## config.mk

```make
export PLATFORM = sky130hd
export DESIGN_NAME = opn_bus_responder
export DESIGN_NICKNAME = d
export VERILOG_FILES = /design/src/rtl/opn_bus_pkg.sv /design/src/rtl/opn_wr_fifo.sv /design/src/rtl/opn_bus_responder.sv
export SDC_FILE = /design/constraint.sdc
export NUM_CORES = 1
export LEC_CHECK = 0
export BUFFER_PORTS_ARGS = -buffer_cell sky130_fd_sc_hd__clkbuf_2
export CORE_AREA = 2 2 96 98
export CTS_CLUSTER_DIAMETER = 120
export DETAILED_ROUTE_END_ITERATION = 10
export DIE_AREA = 0 0 98 100
export GPL_TIMING_DRIVEN = 1
export PLACE_DENSITY = 0.68
export SLEW_MARGIN = 20
export SYNTH_ARGS = -nofsm -noshare
export SYNTH_HDL_FRONTEND = slang
export SYNTH_SLANG_ARGS = --single-unit
```

## constraint.sdc

```tcl
create_clock -name clk_in -period 3.9 [get_ports clk_in]
set_input_delay 0.195 -clock clk_in [delete_from_list [all_inputs] [get_ports clk_in]]
set_output_delay 0.195 -clock clk_in [all_outputs]
set_load 0.01 [all_outputs]
```

## src/rtl/opn_bus_pkg.sv

```systemverilog
// Shared constants and types for the OPN host-bus responder.
// Status bit positions, default sizes and the FIFO entry layout.
package opn_bus_pkg;

    localparam int BUSY_BIT = 7;
    localparam int OVF_BIT  = 2;
    localparam int TB_BIT   = 1;
    localparam int TA_BIT   = 0;

    localparam int DEF_BUSY_CYCLES = 32;
    localparam int DEF_DEPTH       = 4;

    function automatic int cnt_width(input int depth);
        return $clog2(depth) + 1;
    endfunction

    localparam int DEF_CNT_W = cnt_width(DEF_DEPTH);

    typedef enum logic {
        NO_ADDR,
        ADDR_OK
    } addr_state_e;

    typedef struct packed {
        logic [7:0] sel;
        logic [7:0] val;
    } wr_entry_t;

endpackage

```

## src/rtl/opn_wr_fifo.sv

```systemverilog
// Register-write FIFO holding {sel,val} pairs.
// A pop in the same cycle frees a slot for a push into a full FIFO.
module opn_wr_fifo
    import opn_bus_pkg::*;
#(
    parameter int DEPTH = DEF_DEPTH
) (
    input  logic      clk_i,
    input  logic      rst_i,
    input  logic      push_i,
    input  wr_entry_t data_i,
    input  logic      pop_i,
    output wr_entry_t data_o,
    output logic      full_o,
    output logic      empty_o
);

    localparam int PW = $clog2(DEPTH);
    localparam int CW = cnt_width(DEPTH);

    logic [PW-1:0] wr_ptr_q, rd_ptr_q;
    logic [CW-1:0] cnt_q;
    wr_entry_t     mem_q [DEPTH];

    logic do_pop, do_push;

    assign empty_o = (cnt_q == '0);
    assign full_o  = (cnt_q == CW'(DEPTH));
    assign do_pop  = pop_i & ~empty_o;
    assign do_push = push_i & (~full_o | do_pop);
    assign data_o  = mem_q[rd_ptr_q];

    always_ff @(posedge clk_i) begin
        if (rst_i) begin
            wr_ptr_q <= '0;
            rd_ptr_q <= '0;
            cnt_q    <= '0;
        end else begin
            if (do_push) wr_ptr_q <= wr_ptr_q + PW'(1);
            if (do_pop)  rd_ptr_q <= rd_ptr_q + PW'(1);
            cnt_q <= cnt_q + CW'(do_push) - CW'(do_pop);
        end
    end

    always_ff @(posedge clk_i) begin
        if (do_push) mem_q[wr_ptr_q] <= data_i;
    end

endmodule

```

## src/rtl/opn_bus_responder.sv

```systemverilog
// Chip-side OPN host bus responder: stroke decode, write FIFO,
// paced register-write drain and status readback.
module opn_bus_responder
    import opn_bus_pkg::*;
#(
    parameter int DEPTH       = DEF_DEPTH,
    parameter int BUSY_CYCLES = DEF_BUSY_CYCLES
) (
    input  logic       clk_in,
    input  logic       rst,
    input  logic       cen,
    input  logic       cs_n,
    input  logic       wr_n,
    input  logic       rd_n,
    input  logic       addr,
    input  logic [7:0] din,
    input  logic [1:0] timer_flags,
    input  logic       reg_ready,
    output logic [7:0] dout,
    output logic       reg_we,
    output logic [7:0] reg_sel,
    output logic [7:0] reg_val,
    output logic       busy
);

    localparam int TW = $clog2(BUSY_CYCLES + 1);

    addr_state_e state_q, state_d;
    logic [7:0]  sel_q, sel_d;
    logic [TW-1:0] tmr_q, tmr_d;
    logic        ovf_q, ovf_d;
    logic        wr_n_q, rd_n_q;
    logic [7:0]  dout_q, dout_d;
    logic        we_q;
    logic [7:0]  rsel_q, rval_q;

    logic      wr_stb, rd_stb;
    logic      push_req, push_acc, pop;
    logic      full, empty;
    wr_entry_t push_data, head;

    assign wr_stb = ~cs_n & ~wr_n & wr_n_q;
    assign rd_stb = ~cs_n & ~rd_n & rd_n_q;

    assign push_req  = wr_stb & addr & (state_q == ADDR_OK);
    assign pop       = ~empty & cen & reg_ready;
    assign push_acc  = push_req & (~full | pop);
    assign push_data = '{sel: sel_q, val: din};

    assign busy = (tmr_q != '0) | full;

    opn_wr_fifo #(
        .DEPTH(DEPTH)
    ) u_fifo (
        .clk_i  (clk_in),
        .rst_i  (rst),
        .push_i (push_req),
        .data_i (push_data),
        .pop_i  (pop),
        .data_o (head),
        .full_o (full),
        .empty_o(empty)
    );

    always_comb begin
        state_d = state_q;
        sel_d   = sel_q;
        tmr_d   = tmr_q;
        ovf_d   = ovf_q;
        dout_d  = dout_q;
        if (wr_stb && !addr) begin
            sel_d   = din;
            state_d = ADDR_OK;
        end
        if (push_acc) begin
            tmr_d = TW'(BUSY_CYCLES);
        end else if (cen && tmr_q != '0) begin
            tmr_d = tmr_q - TW'(1);
        end
        // Read sees pre-update status; an overflow in the same cycle wins.
        if (rd_stb) begin
            dout_d = {busy, 4'b0, ovf_q, timer_flags};
            ovf_d  = 1'b0;
        end
        if (push_req && !push_acc) ovf_d = 1'b1;
    end

    always_ff @(posedge clk_in) begin
        if (rst) begin
            state_q <= NO_ADDR;
            sel_q   <= '0;
            tmr_q   <= '0;
            ovf_q   <= 1'b0;
            wr_n_q  <= 1'b1;
            rd_n_q  <= 1'b1;
            dout_q  <= '0;
            we_q    <= 1'b0;
            rsel_q  <= '0;
            rval_q  <= '0;
        end else begin
            state_q <= state_d;
            sel_q   <= sel_d;
            tmr_q   <= tmr_d;
            ovf_q   <= ovf_d;
            wr_n_q  <= wr_n;
            rd_n_q  <= rd_n;
            dout_q  <= dout_d;
            we_q    <= pop;
            if (pop) begin
                rsel_q <= head.sel;
                rval_q <= head.val;
            end
        end
    end

    assign dout    = dout_q;
    assign reg_we  = we_q;
    assign reg_sel = rsel_q;
    assign reg_val = rval_q;

endmodule

```

==> reports/results.ini <==
[sta]
fin_crit_sh_pct = 68.4
grt_setup_unrepaired = false
report.final.slew_viol_count = 0
setup_viol = 0
tightest_slew_ps = 902
skew_ps = 12.2
final-hold-violation-count = 0
period_needed_ps = 2670
max_slew_margin_pct = 39.9
fmax_mhz = 375
setup_tns_ps = 0

[worst_setup_path]
regToRegEndpoint = u_fifo.cnt_q[2]
cpMaxStageDelayCell = dfxtp_1
reg2reg_from = u_fifo.cnt_q[2]
path_class = flop to flop
worstRegToRegCells = 11
crit_path_max_fanout = 19
endpoint_kind = flop
worstPathArrival_ps = 2900
crit_chain = o311ai_4 > buf_4 > inv_2 > ha_1 > inv_1 > ha_1 > inv_1 > fa_1 > xor2_1 > xnor2_1 > nor2_1
cp-start-kind = flop
r2r_slack_ps = 1230
crit_required_ps = 4130
crit_path_max_incr_delay_ps = 400
worstPathBufferInverterCount = 4
crit_family = adder cells

[min_path]
whs_endpoint = wr_n_q
hold_path.class = input pin to flop
hold_path_depth = 2
min_from = wr_n

[job]
max-cap-violations = 0

[die]
die_height_um = 100
core-area_mm2 = 0.00889
std_cell_rows = 35
design.portCount = 44
die_area_mm2 = 0.00980
start_util_pct = 47.6
dieWidth_um = 98

[pwr]
finalPower_mw = 2.45
swShare_pct = 27.5
pwr-share-comb_pct = 17.8
switching_power_mw = 0.675
intPower_mw = 1.77
ir_drop_uv = 387
p_leak_nw = 1.64
seq_power_share_pct = 54.8
pwr-share-clk_pct = 27.4
p_per_area_mw_per_mm2 = 520

[clock_network]
postCtsHoldBufs = 0
cts_tree = yes
clk_pin_slew_ps = 100
ctsRootBufferMaster = clkbuf_8
post_cts_buffers = 0
cts.sinks = 110
htreeDepth = 3
cts_resized = 0
clk_latency_ps = 370
cts_buffers = 9
clk_path_buf_depth = 2

[logic_synthesis]
yosys_warnings = 0
async_flop_share_pct = 0
yosysMostFrequentCell = edfxtp_1
synth_top_cell_area_share_pct = 45.4
syn_inst = 307
yosys-top-cells-area = edfxtp_1 (45%), dfxtp_1 (22%), mux4_2 (8.5%)
synth_seq_area_share_pct = 67.1
postSynthAreaPerCell_um2 = 13.8
yosysTopAreaCell = edfxtp_1
synth_edf_count = 64
synth.distinct_cells = 40
syn_area_mm2 = 0.00424
ys_seq_elements = 110
netlist_top_cells_count = edfxtp_1 (64), nand2_1 (56), dfxtp_1 (46), a21oi_1 (26), nor2_1 (21)
synth_flop_cell = edfxtp_1

[place]
hpwl_mm = 4.67
port_buffers = 39
gp_congestion = 0.775

[final_layout]
fin_util_pct = 52.9
nets = 371
drive_gt1_share_pct = 23.5
area_growth_pct = 11.1
n_antenna_cell = 0

[status]
status = complete, no violations

[global_route]
grt_max_degree = 43
grt-ovfl-total = 0
met1_usage_pct = 19.8
globalRouteMet3Util_pct = 4.81
grt.busiest_layer = met2
grt.total_usage_pct = 16.0
grt_first_pass_wirelength_mm = 11.8
grt_util_met2_pct = 26.8
antenna_found_initial = 0
grt_pass1_vias = 2410

[drt]
detail-route-antenna-nets = 0
routedWlPerCell_um = 16.0
dr.pass1.iters = 4
num_vias = 2403
wl_mm = 7.36
drt-vias-per-instance = 5.22
drt_iter0_markers = 105
drcViolationCount = 0

[area by class of cell]
cell class / instances / area [µm²]
Fill cell: 768 / 4180
Sequential cell: 110 / 2840
Multi-Input combinational cell: 173 / 1280
Timing Repair Buffer: 41 / 210
Clock buffer: 11 / 163
Tap cell: 111 / 139
Clock inverter: 5 / 41.3
Inverter: 9 / 33.8
[worst max path at each step]
stage                    start               to  slack [ps]  cells after the start
6_report       u_fifo.cnt_q[2]  u_fifo.cnt_q[2]        1230                     11
5_1_grt        u_fifo.cnt_q[2]  u_fifo.cnt_q[2]        1030                     11
4_1_cts        u_fifo.cnt_q[2]  u_fifo.cnt_q[2]        1200                     11
3_5_place_dp   u_fifo.cnt_q[2]  u_fifo.cnt_q[2]        1240                     11
3_3_place_gp   u_fifo.cnt_q[2]  u_fifo.cnt_q[2]        1300                     11
2_1_floorplan  u_fifo.cnt_q[2]  u_fifo.cnt_q[2]        1360                     12
[state kept, by name, summed over array words and instances, names as in the netlist, 2 cells and up]
signal           cells
u_fifo.wr_ptr_q      2
sel_q                8
tmr_q                6
reg_val              8
u_fifo.rd_ptr_q      2
u_fifo.cnt_q         3
dout                 4
u_fifo.mem_q        64
reg_sel              8
[cells by family after synthesis]
family	synth area share (%)
DFF	67.1
and+or+nand+nor	10.4
AOI/OAI and AO/OA	5.41
buffers and inverters	2.98
muxes	9.69
adders and majority gates	2.84
xor gates and xnor gates	1.45
other	0.0885
[stage by stage]
stage          cell area [µm²]  worst slack (ps)  std cells  hold slack (ps)
2_1_floorplan             4250              1360        310              294
3_3_place_gp              4500              1300        444              404
3_5_place_dp              4500              1240        444              404
4_1_cts                   4710              1200        460             10.1
5_1_grt                   4710              1030        460             18.4
6_report                  4710              1230        460             28.3
[layer usage]
metal / vias up / wire (µm) / part of all wire (%)
met5: - / 0 / 0
met4: 0 / 72 / 0.98
met3: 7 / 326 / 4.4
li1: 1158 / - / -
met1: 1178 / 3240 / 44
met2: 60 / 3720 / 51
[cells in the final DEF (no fill, tap or decap), drive strengths merged, types with 2 or more instances in the layout]
master	count
nor2b	2
inv	9
nor2	21
clkbuf	50
and2	4
mux4	16
edfxtp	64
ha	8
xnor2	5
nor4b	2
nor3b	2
buf	2
or2	4
a311oi	2
clkinv	3
xor2	2
mux2i	5
conb	4
o21ai	2
clkinvlp	2
nand2	56
a21oi	26
dfxtp	46
[power groups by stage]
stage          registers, mW  logic, mW  clock network [mW]
2_1_floorplan           1.36      0.338                   0
3_3_place_gp            1.37      0.429                   0
3_5_place_dp            1.37      0.439                   0
4_1_cts                 1.34      0.443               0.683
5_1_grt                 1.35      0.497               0.722
6_report                1.34      0.437               0.670
No activity file was read; power rests on OpenSTA's default activity.
